<file path="src/rtl/serial_subtractor_if.sv">
// Operand/result bundle for serial_subtractor: the master drives start and operands,
// the slave returns the registered difference, borrow-out and busy/done status.
interface serial_subtractor_if #(
  parameter int WIDTH = 4
);
  logic             start;
  logic [WIDTH-1:0] a;
  logic [WIDTH-1:0] b;
  logic             bin;
  logic [WIDTH-1:0] d;
  logic             bout;
  logic             busy;
  logic             done;

  modport master (
    output start, a, b, bin,
    input  d, bout, busy, done
  );

  modport slave (
    input  start, a, b, bin,
    output d, bout, busy, done
  );
endinterface

</file>
<file path="src/rtl/serial_subtractor.sv">
// Bit-serial d = a - b - bin, LSB first, one full-subtractor cell reused WIDTH times.
// Result WIDTH cycles after the accepting edge; start is ignored while busy (no other backpressure).
module serial_subtractor #(
  parameter int WIDTH = 4
) (
  input  logic                clk,
  input  logic                rst,
  serial_subtractor_if.slave  bus
);
  localparam int CW = $clog2(WIDTH);

  typedef enum logic [1:0] {
    ST_IDLE  = 2'd0,
    ST_SHIFT = 2'd1,
    ST_DONE  = 2'd2
  } state_t;

  state_t           r_state;
  state_t           w_next;
  logic [WIDTH-1:0] r_sa;
  logic [WIDTH-1:0] r_sb;
  logic [WIDTH-1:0] r_sd;
  logic [WIDTH-1:0] r_d;
  logic             r_br;
  logic             r_bout;
  logic             r_busy;
  logic             r_done;
  logic [CW-1:0]    r_cnt;

  logic w_x;
  logic w_y;
  logic w_z;
  logic w_dbit;
  logic w_bnew;
  logic w_last;
  logic w_accept;

  assign w_x      = r_sa[0];
  assign w_y      = r_sb[0];
  assign w_z      = r_br;
  assign w_dbit   = w_x ^ w_y ^ w_z;
  assign w_bnew   = (~w_x & w_y) | (~w_x & w_z) | (w_y & w_z);
  assign w_last   = (r_cnt == CW'(WIDTH - 1));
  assign w_accept = bus.start && ((r_state == ST_IDLE) || (r_state == ST_DONE));

  always_comb begin
    w_next = r_state;
    unique case (r_state)
      ST_IDLE:  if (bus.start) w_next = ST_SHIFT;
      ST_SHIFT: if (w_last)    w_next = ST_DONE;
      ST_DONE:  w_next = bus.start ? ST_SHIFT : ST_IDLE;
      default:  w_next = ST_IDLE;
    endcase
  end

  always_ff @(posedge clk or posedge rst) begin
    if (rst) r_state <= ST_IDLE;
    else     r_state <= w_next;
  end

  // busy/done are registered from the next-state decode so every output is a flop.
  always_ff @(posedge clk or posedge rst) begin
    if (rst) begin
      r_sa   <= '0;
      r_sb   <= '0;
      r_sd   <= '0;
      r_d    <= '0;
      r_br   <= 1'b0;
      r_bout <= 1'b0;
      r_busy <= 1'b0;
      r_done <= 1'b0;
      r_cnt  <= '0;
    end else begin
      r_busy <= (w_next == ST_SHIFT);
      r_done <= (r_state == ST_SHIFT) && w_last;
      if (w_accept) begin
        r_sa  <= bus.a;
        r_sb  <= bus.b;
        r_br  <= bus.bin;
        r_cnt <= '0;
      end else if (r_state == ST_SHIFT) begin
        r_sa  <= r_sa >> 1;
        r_sb  <= r_sb >> 1;
        r_br  <= w_bnew;
        r_sd  <= {w_dbit, r_sd[WIDTH-1:1]};
        r_cnt <= r_cnt + 1'b1;
        if (w_last) begin
          r_d    <= {w_dbit, r_sd[WIDTH-1:1]};
          r_bout <= w_bnew;
        end
      end
    end
  end

  assign bus.d    = r_d;
  assign bus.bout = r_bout;
  assign bus.busy = r_busy;
  assign bus.done = r_done;
endmodule

</file>
<file path="src/flat_wrapper.sv">
// flat-port wrapper written by rule: the top's interface ports become plain ports
module serial_subtractor_flat 
#(
  parameter int WIDTH = 4
)
  (clk, rst, bus_start, bus_a, bus_b, bus_bin, bus_d, bus_bout, bus_busy, bus_done);
  serial_subtractor_if #(.WIDTH(WIDTH)) bus_i ();
  input  logic clk;
  input  logic rst;
  input wire logic [$bits(bus_i.start)-1:0] bus_start;
  input wire logic [$bits(bus_i.a)-1:0] bus_a;
  input wire logic [$bits(bus_i.b)-1:0] bus_b;
  input wire logic [$bits(bus_i.bin)-1:0] bus_bin;
  output wire logic [$bits(bus_i.d)-1:0] bus_d;
  output wire logic [$bits(bus_i.bout)-1:0] bus_bout;
  output wire logic [$bits(bus_i.busy)-1:0] bus_busy;
  output wire logic [$bits(bus_i.done)-1:0] bus_done;
  assign bus_i.start = bus_start;
  assign bus_i.a = bus_a;
  assign bus_i.b = bus_b;
  assign bus_i.bin = bus_bin;
  assign bus_d = bus_i.d;
  assign bus_bout = bus_i.bout;
  assign bus_busy = bus_i.busy;
  assign bus_done = bus_i.done;
  serial_subtractor #(.WIDTH(WIDTH)) u_core (.clk(clk), .rst(rst), .bus(bus_i));
endmodule
</file>
<file path="config.mk">
export PLATFORM = sky130hd
export DESIGN_NAME = serial_subtractor_flat
export DESIGN_NICKNAME = d
export VERILOG_FILES = /design/src/rtl/serial_subtractor_if.sv /design/src/rtl/serial_subtractor.sv /design/src/flat_wrapper.sv
export SDC_FILE = /design/constraint.sdc
export NUM_CORES = 1
export LEC_CHECK = 0
export CORE_ASPECT_RATIO = 0.75
export CORE_MARGIN = 2
export CORE_UTILIZATION = 43
export DETAILED_ROUTE_END_ITERATION = 8
export GPL_TIMING_DRIVEN = 0
export PLACE_DENSITY = 0.68
export SLEW_MARGIN = 20
export SYNTH_ARGS = -nofsm -noshare
export SYNTH_HDL_FRONTEND = slang
export SYNTH_SLANG_ARGS = --single-unit
</file>
<file path="constraint.sdc">
create_clock -name clk -period 2.7 [get_ports clk]
set_input_delay 0.27 -clock clk [delete_from_list [all_inputs] [get_ports clk]]
set_output_delay 0.27 -clock clk [all_outputs]
set_load 0.05 [all_outputs]
</file>
==> results of run 1 <==
-- worst min path at each step --
stage | endpoint | slack [ns] | cells after the start | start
2_1_floorplan | u_core.bus.bout$_DFFE_PP0P_ | 0.27 | 1 | rst
3_3_place_gp | u_core.bus.d[3]$_DFFE_PP0P_ | 0.47 | 2 | u_core.bus.d[3]$_DFFE_PP0P_
3_5_place_dp | u_core.r_sa[3]$_DFFE_PP0P_ | 0.49 | 1 | u_core.r_sa[3]$_DFFE_PP0P_
4_1_cts | u_core.r_sa[1]$_DFFE_PP0P_ | 0.36 | 3 | bus_start
5_1_grt | u_core.r_sa[0]$_DFFE_PP0P_ | 0.38 | 3 | bus_start
6_report | u_core.r_sa[1]$_DFFE_PP0P_ | 0.36 | 3 | bus_start
-- sequential cells by signal, indices dropped and copies added, names as in the netlist --
| register | count |
|---|---|
| u_core.bus.done | 1 |
| u_core.bus.busy | 1 |
| u_core.r_sd | 3 |
| u_core.r_br | 1 |
| u_core.r_cnt | 2 |
| u_core.bus.d | 4 |
| u_core.r_sa | 4 |
| u_core.r_sb | 4 |
| u_core.r_state | 2 |
| u_core.bus.bout | 1 |
-- logic make-up after synthesis --
group | Yosys count | share of synthesized area, %
mux | 10 | 10.65
compound gates | 22 | 13.10
flops | 23 | 56.30
buf+inv | 13 | 7.220
simple gates | 12 | 9.547
fa+ha+maj | 2 | 3.182
-- area by class of cell --
cell class | instances | area [sq um]
fillers | 198 | 1008
flip-flops and latches | 23 | 575.6
multi-input cells | 46 | 372.9
repair buffers | 17 | 170.2
plain buffers | 5 | 43.79
well taps | 34 | 42.54
inverters | 8 | 30.03
clock buffers | 3 | 22.52
clock inverters | 1 | 5.005
-- worst min-delay path, stage by stage --
cell and delay [ns]:
clkbuf_2 0.17, a211oi_1 0.09, a21oi_1 0.10
-- metal layers --
layer,vias to the layer above,wire [um],global-route usage [%]
met4,0,9,4.000
met1,311,830,20.07
met2,13,722,19.57
met5,-,0,0
li1,323,-,-
met3,2,70,5.899
-- power by group --
part / total [mW] / switching (mW) / internal [mW]
clock: 0.164 / 0.108 / 0.0554
sequential: 0.609 / 0.101 / 0.509
combinational: 0.801 / 0.432 / 0.369
total: 1.57 / 0.641 / 0.933
-- metrics by stage --
stage | worst slack, ns | util (%) | power, mW | cells | area (sq um)
6_report | 0.9428 | 55.59 | 1.574 | 137 | 1262
5_1_grt | 0.8661 | 55.59 | 1.694 | 137 | 1262
4_1_cts | 0.9263 | 55.59 | 1.591 | 137 | 1262
3_5_place_dp | 1.302 | 54.38 | 1.428 | 133 | 1235
3_3_place_gp | 1.307 | 54.38 | 1.403 | 133 | 1235
2_1_floorplan | 1.472 | - | 1.210 | 82 | 1022
-- placed cells by master (no fill, tap or decap), drive strengths merged --
| cell type | count |
|---|---|
| a211oi | 3 |
| and2b | 4 |
| clkbuf | 4 |
| clkdlybuf4s50 | 17 |
| ha | 1 |
| nand2 | 2 |
| o22ai | 4 |
| nor2 | 1 |
| a21oi | 7 |
| mux2 | 7 |
| fa | 1 |
| and2 | 1 |
| nand3 | 1 |
| nand3b | 1 |
| mux2i | 3 |
| nand2b | 2 |
| clkinv | 1 |
| o21ai | 5 |
| dfrtp | 23 |
| buf | 4 |
| inv | 8 |
| a22o | 3 |
==> impl_metrics.py, run 1 <==
metrics = {
    "outcome": {
        "status": "finished, final reports clean",
    },
    "floorplan": {
        "initial_core_util_pct": 45.01,
        "die_area_sq_um": 2787,
        "core_sq_um": 2271,
        "ios": 19,
        "rows": 15,
        "die_h_um": 46.23,
        "fp.dieW_um": 60.30,
    },
    "clocking": {
        "clock-sinks": 23,
        "cts_tree": "done",
        "cts_repair_resize_count": 0,
        "clockBufferDepth": 2,
        "postCtsSetupRepairBufs": 0,
        "clk_pin_slew_ns": 0.13,
        "cts_root_buffer": "clkbuf_4",
        "htreeDepth": 1,
        "numCtsBuffers": 3,
        "ctsHoldBuffers": 0,
        "clk_latency_ns": 0.32,
    },
    "timing": {
        "fin_skew_ns": 0.006143,
        "finalCritPeriodShare_pct": 65.08,
        "fin_setup_tns_ns": 0,
        "slew_violations": 0,
        "slew_headroom_pct": 42.27,
        "fmax_mhz": 569.1,
        "finalSetupViolations": 0,
        "fin_hold_ws_ns": 0.3553,
        "finalCriticalPeriod_ns": 1.757,
        "rsz0062_at_grt": "false",
        "hold_violations": 0,
        "tightest_slew_ns": 0.8650,
    },
    "yosys": {
        "synth_fp_nets": 96,
        "synth_edf_count": 0,
        "synth_common_cells": "23 x dfrtp_1, 8 x inv_1, 7 x a21oi_1, 7 x mux2_2, 5 x o21ai_0",
        "yosysSeqAreaShare_pct": 56.30,
        "ys_ff_latch": 23,
        "synthTopCellsByArea": "dfrtp_1 56%, mux2_2 7.7%, a21oi_1 3.4%, buf_6 3.3%, mux2i_1 2.9%",
        "synth_cell_types": 22,
        "synth.avg_cell_area_sq_um": 12.47,
        "syn_inst": 82,
        "yosys.area.top_type": "dfrtp_1",
        "syn_area_sq_um": 1022,
        "synth_warnings": 0,
        "synth_top_area_share_pct": 56.30,
        "synth-async-reset-ratio_pct": 100.0,
        "synth-main-ff-cell": "dfrtp_1",
        "yosysMostFrequentCell": "dfrtp_1",
    },
    "worst_setup_path": {
        "crit_family": "buffers and inverters",
        "cp.arrival_ns": 1.49,
        "ff2ff_setup_slack_ns": 1.39,
        "critPathSlowestCell": "clkdlybuf4s50_1",
        "startpoint_type": "flop",
        "cp.depth": 1,
        "critPathKind": "flop to output port",
        "cp_cell_sequence": "clkdlybuf4s50_1",
        "crit_path_start": "u_core.bus.d[3]$_DFFE_PP0P_",
        "endpoint": "bus_d[3]",
        "rr_endpoint": "u_core.r_cnt[1]$_DFFE_PP0P_",
        "cp-end-kind": "output port",
        "cp_data_required_time_ns": 2.43,
        "ff2ff_path_depth": 3,
        "crit_buf_inv": 1,
        "r2r_start": "u_core.r_cnt[0]$_DFFE_PP0P_",
        "cpPeakStageDelay_ns": 0.80,
        "crit_fanout": 2,
    },
    "finish": {
        "drive_above_1_share_pct": 19.42,
        "antenna_cells": 0,
        "syn2layout_area_growth_pct": 23.50,
        "num-nets-final": 118,
    },
    "detailed_routing": {
        "drt_iter0_drc": 12,
        "wl_um": 1632,
        "ant_nets": 0,
        "drcViolationCount": 0,
        "vias_per_cell": 4.737,
        "routed-via-count": 649,
        "wl_per_cell_um": 11.91,
        "drt_first_pass_iters": 4,
    },
    "global_routing": {
        "antenna_found_initial": 0,
        "grt_pass1_wl_um": 2766,
        "track_usage_pct": 14.10,
        "grt_pass1_vias": 587,
        "grt_start_max_net_pins": 24,
        "grt-ovfl-total": 0,
    },
    "power": {
        "p_leak_nw": 0.5884,
        "ir_drop_uv": 517.0,
        "p_per_area_nw_per_um2": 1247,
    },
    "run": {
        "drv_cap": 0,
    },
    "worst_hold_path": {
        "min_path_type": "input port to flop",
    },
    "place": {
        "dp_hpwl_um": 1201,
        "port_buffers": 17,
        "gp_congestion": 0.6731,
    },
}
Power figures use the tool's default switching activity.
==> run 2: changes to the inputs <==
- PLACE_DENSITY: 0.68 -> 0.7
- clock period: 2.7 -> 1.54 ns (I/O delays scaled with it)
==> impl_metrics.py, run 2 (synthesis results as in run 1) <==
metrics = {
    "floorplan": {
        "ios": 19,
        "core_sq_um": 2271,
        "initial_core_util_pct": 45.01,
        "die_area_sq_um": 2787,
        "die_h_um": 46.23,
        "rows": 15,
        "fp.dieW_um": 60.30,
    },
    "worst_setup_path": {
        "crit_family": "buffers and inverters",
        "cp_cell_sequence": "dlygate4sd2_1",
        "startpoint_type": "flop",
        "cp.arrival_ns": 1.21,
        "critPathSlowestCell": "dlygate4sd2_1",
        "cp-end-kind": "output port",
        "cpPeakStageDelay_ns": 0.53,
        "crit_fanout": 2,
        "crit_buf_inv": 1,
        "critPathKind": "flop to output port",
        "cp_data_required_time_ns": 1.39,
    },
    "global_routing": {
        "grt_pass1_wl_um": 2635,
        "track_usage_pct": 13.56,
        "grt-ovfl-total": 0,
        "grt_start_max_net_pins": 24,
        "grt_pass1_vias": 593,
        "antenna_found_initial": 0,
    },
    "timing": {
        "finalCritPeriodShare_pct": 88.58,
        "slew_headroom_pct": 40.50,
        "finalCriticalPeriod_ns": 1.364,
        "fin_setup_tns_ns": 0,
        "fmax_mhz": 733.1,
        "slew_violations": 0,
        "tightest_slew_ns": 0.8915,
        "hold_violations": 0,
        "setup_ws_ns": 0.1759,
        "rsz0062_at_grt": "false",
        "finalSetupViolations": 0,
        "fin_skew_ns": 0.005865,
    },
    "clocking": {
        "clk_latency_ns": 0.31,
        "ctsHoldBuffers": 0,
        "htreeDepth": 1,
        "clockBufferDepth": 2,
        "numCtsBuffers": 3,
        "clock-sinks": 23,
        "cts_root_buffer": "clkbuf_4",
        "cts_tree": "done",
        "clk_pin_slew_ns": 0.13,
    },
    "detailed_routing": {
        "drt_first_pass_iters": 4,
        "wl_um": 1716,
        "routed-via-count": 648,
        "drcViolationCount": 0,
        "drt_iter0_drc": 15,
        "ant_nets": 0,
        "vias_per_cell": 4.730,
        "wl_per_cell_um": 12.53,
    },
    "outcome": {
        "status": "finished, final reports clean",
    },
    "power": {
        "finalPower_mw": 2.691,
        "p_leak_nw": 0.6048,
        "p_per_area_nw_per_um2": 2146,
        "p_switching_mw": 1.114,
        "power_frac_comb_pct": 50.0,
        "seq_power_share_pct": 39.5,
        "p_int_mw": 1.577,
        "ir_drop_uv": 755.8,
        "clockPowerShare_pct": 10.5,
        "p_sw_share_pct": 41.39,
    },
    "finish": {
        "regArea_sq_um": 575.6,
        "drive_above_1_share_pct": 19.42,
        "final_util_pct": 55.21,
        "final_cell_mix": "23 x dfrtp_1, 10 x clkdlybuf4s50_1, 8 x inv_1",
        "final_cell_area_sq_um": 1254,
        "num-nets-final": 118,
        "antenna_cells": 0,
        "multi_input_area_sq_um": 372.9,
        "syn2layout_area_growth_pct": 22.64,
        "layout_commonest_cell": "dfrtp_1",
        "fillers": 198,
    },
    "place": {
        "port_buffers": 17,
        "placed_cell_area_sq_um": 1235,
        "dp_hpwl_um": 1232,
        "post-place-ws_ns": 0.2548,
        "gp_congestion": 0.6662,
    },
    "worst_hold_path": {
        "min_path_type": "input port to flop",
    },
    "run": {
        "drv_cap": 0,
    },
}
==> run 2: changes by cell type in the layout (fill, tap and decap cells not counted) <==
cell / before / now
dlygate4sd2_1: 0 / 7
clkdlybuf4s50_1: 17 / 10
==> run 2: power groups by stage <==
| stage | registers (mW) | logic (mW) | clock network (mW) |
|---|---|---|---|
| finish | 1.06 | 1.35 | 0.282 |
| global placement | 1.07 | 1.38 | 0 |
| floorplan | 1.34 | 0.784 | 0 |
| detailed placement | 1.09 | 1.42 | 0 |
| global route | 1.10 | 1.48 | 0.313 |
| CTS | 1.07 | 1.37 | 0.291 |
==> run 2: metal layers <==
metal	global-route usage, %	vias up	share of wire [%]
met5	0	-	0
met4	4.444	0	0.82
met3	5.056	2	4.1
met2	19.13	11	46
met1	19.22	311	49
li1	-	324	-
==> run 2: per-stage QoR <==
stage                     hold WS (ns)  instances
after floorplan                 0.1559         82
after CTS                       0.2535        137
final                           0.2611        137
after detailed placement        0.4748        133
after global placement          0.4725        133
after global routing            0.2743        137
==> run 2: what timing repair did <==
item	4_1_cts	5_1_grt
buffers inserted	0	0
setup endpoints to repair	7	0
gates resized for setup	7	0
==> run 2: final timing paths <==
check                                       startpoint                           to  slack (ns)  depth (start not counted)
max in group asynchronous                          rst   u_core.r_sa[0]$_DFFE_PP0P_        0.67                          2
min reg2reg                u_core.bus.d[3]$_DFFE_PP0P_  u_core.bus.d[3]$_DFFE_PP0P_        0.49                          2
max                        u_core.bus.d[0]$_DFFE_PP0P_                     bus_d[0]        0.18                          1
min in group asynchronous                          rst  u_core.bus.d[2]$_DFFE_PP0P_        0.32                          2
min                                          bus_start  u_core.r_cnt[1]$_DFFE_PP0P_        0.26                          3
max reg2reg                u_core.r_cnt[0]$_DFFE_PP0P_  u_core.r_cnt[1]$_DFFE_PP0P_        0.24                          3
==> run 2: cell type report <==
| class | count | share of cell area, % |
|---|---|---|
| flip-flops and latches | 23 | 45.91 |
| multi-input cells | 46 | 29.74 |
| repair buffers | 17 | 12.87 |
| plain buffers | 5 | 3.493 |
| well taps | 34 | 3.393 |
| inverters | 8 | 2.395 |
| clock buffers | 3 | 1.796 |
| clock inverters | 1 | 0.3992 |
==> run 3: changes to the inputs <==
- CTS_CLUSTER_SIZE: not set -> 20
==> results of run 3 <==
Final layout, timing and power as in run 2 (identical DEF).
==> edit, RTL diff (settings of run 3) <==
Reset style: synchronous (`rst`), changed in 2 clocked blocks.
--- a/src/rtl/serial_subtractor.sv
+++ b/src/rtl/serial_subtractor.sv
@@ -54,5 +54,5 @@
   end
 
-  always_ff @(posedge clk or posedge rst) begin
+  always_ff @(posedge clk) begin
     if (rst) r_state <= ST_IDLE;
     else     r_state <= w_next;
@@ -60,5 +60,5 @@
 
   // busy/done are registered from the next-state decode so every output is a flop.
-  always_ff @(posedge clk or posedge rst) begin
+  always_ff @(posedge clk) begin
     if (rst) begin
       r_sa   <= '0;
Formal check against the unedited RTL: differs if rst is asserted again (counterexample within 4 cycles, from zero or initial values and one cycle with rst high); with rst held inactive, the same outputs for 10 cycles.
==> edit against run 3 <==
  * Setup slack improved by 0.033 ns
  * First-iteration DRC count fell by 6.7%
  * Sequential share of layout area fell by 4.6 points
  * Wire length down 4.3%
  * Cell area down 11%
  * Area after synthesis is 13% lower
  * Sequential cell count unchanged
  * Utilization rose by 1.1 points
  * Die area is 12% lower
  * Critical path type unchanged
  * Critical endpoint unchanged
  * Largest cell class unchanged
Power is not compared: it rests on default switching activity, and its combinational part moved more than twofold at a synthesized area within 25%.
==> edit: results (changes against run 3) <==
| Metric | Value |
|---|---|
| Share of post-route cells with drive strength above 1 | 0.0750 (was 0.194) |
| Synth top cells by count | 23 x dfxtp_1, 13 x nand2_1, 11 x a21oi_1 (was 23 x dfrtp_1, 8 x inv_1, 7 x a21oi_1, 7 x mux2_2, 5 x o21ai_0) |
| Peak per-stage delay on the critical path | 0.52 ns |
| Slew Limit Headroom | 0.677 (was 0.405) |
| FFs w/ async S/R, synth | 0 (was 1.00) |
| Gp weighted congestion | 0.749 (was 0.666) |
| Starting DRT DRC Count | 14 (was 15) |
| Hold crit path type | input port to flip-flop (unchanged) |
| Status | complete, no violations (unchanged) |
| Filler instances | 190 (was 198) |
| Setup Skew | 0.00232 ns (was 0.00587 ns) |
| Largest net degree at the start of global routing | 13 (was 24) |
| Root Driver | clkbuf_4 (unchanged) |
| Max VDD drop | 0.000605 V |
| Syn. warnings | 0 (unchanged) |
| Top Family by Delay on Critical Path | buffers and inverters (unchanged) |
| Post-Synth XOR/XNOR Area | 0.00987 (was 0) |
| # Post-CTS Setup Buffers | 0 (unchanged) |
| Final WL | 1.64 mm (was 1.72 mm) |
| Mux contribution to synthesized area | 0.0226 (was 0.106) |
| Arrival time worst endpoint | 1.18 ns (was 1.21 ns) |
| Clock Latency Late Sink | 0.31 ns (about the same) |
| Clk slew on worst S/H paths | 0.12 ns |
| Inserted Clock Buffers | 3 (unchanged) |
| Synth Area in Compound Gates | 0.148 (was 0.131) |
| Number of H-tree levels | 1 (unchanged) |
| DP Wirelength | 1.25 mm (was 1.23 mm) |
| Longest Clk Path Bufs | 2 (unchanged) |
| PortBufs | 18 (was 17) |
| Initial antenna violation count | 0 (unchanged) |
| Slowest CP cell | dlygate4sd2_1 (unchanged) |
| Leak | 0.436 nW |
| Via density | 5.15 (was 4.73) |
| Number of iterations in the first detailed-routing pass | 4 (unchanged) |
| Global-route wire length before repair | 2.90 mm (was 2.64 mm) |
| Sequential area share after synthesis | 0.519 (was 0.563) |
| Unique masters post-synth | 24 (was 22) |
| Nets | 135 (was 118) |
| Critical Path Fanout Max | 2 (unchanged) |
| Number of global-route vias before repair | 668 (was 593) |
| Routed via count | 742 (was 648) |
| Synth area leaders | dfxtp_1 52%, a21oi_1 6.2%, nand2_1 5.5% (was dfrtp_1 56%, mux2_2 7.7%, a21oi_1 3.4%) |
| # diodes | 0 (unchanged) |
| Post-Synth Adder-Cell Area | 0.0367 (was 0.0318) |
| Total global routing track utilization | 0.156 (was 0.136) |
| Post-Syn Instances | 98 (was 82) |
| Syn Nets | 112 (was 96) |
==> edit: layout make-up <==
cell class	count	area, um^2	area share
multi-input combinational	66	377	0.338
clock buffer	4	26.3	0.0236
inverter	1	3.75	0.00337
buffer	8	46.3	0.0415
tap	24	30.0	0.0269
timing repair buffer	18	171	0.154
sequential	23	460	0.413
==> edit: per-layer routing <==
| metal | track usage | vias to the layer above | part of all wire |
|---|---|---|---|
| li1 | - | 383 | - |
| met1 | 0.195 | 344 | 0.50 |
| met2 | 0.247 | 13 | 0.45 |
| met3 | 0.0627 | 2 | 0.043 |
| met4 | 0.0571 | 0 | 0.0067 |
| met5 | 0 | - | 0 |
==> edit: repair_timing <==
item                       4_1_cts  5_1_grt
setup endpoints to repair        7        0
hold endpoints to repair         0        0
gates resized for setup          7        0
==> edit: worst paths after layout <==
path | from | endpoint | slack, ns | cells past startpoint
min reg2reg | u_core.bus.bout | u_core.bus.bout | 0.46 | 2
max reg2reg | u_core.r_sa[0] | u_core.bus.d[3] | 0.31 | 3
min | bus_b[3] | u_core.r_sb[3] | 0.38 | 3
max | u_core.bus.d[0] | bus_d[0] | 0.21 | 1
==> edit: power by group <==
part           total, W  leakage, nW  internal, W  switching, W
Combinational  0.000160        0.233    0.0000774     0.0000825
Clock          0.000271       0.0150     0.000101      0.000170
Sequential     0.000643        0.188     0.000625     0.0000176
Total           0.00107        0.436     0.000804      0.000270
==> edit: metrics by stage <==
stage	utilization	setup WS, ns	area (um^2)
finish	0.563	0.209	1110
global route	0.563	0.143	1110
CTS	0.563	0.182	1110
detailed placement	0.554	0.172	1100
global placement	0.554	0.153	1100
floorplan	-	0.432	887
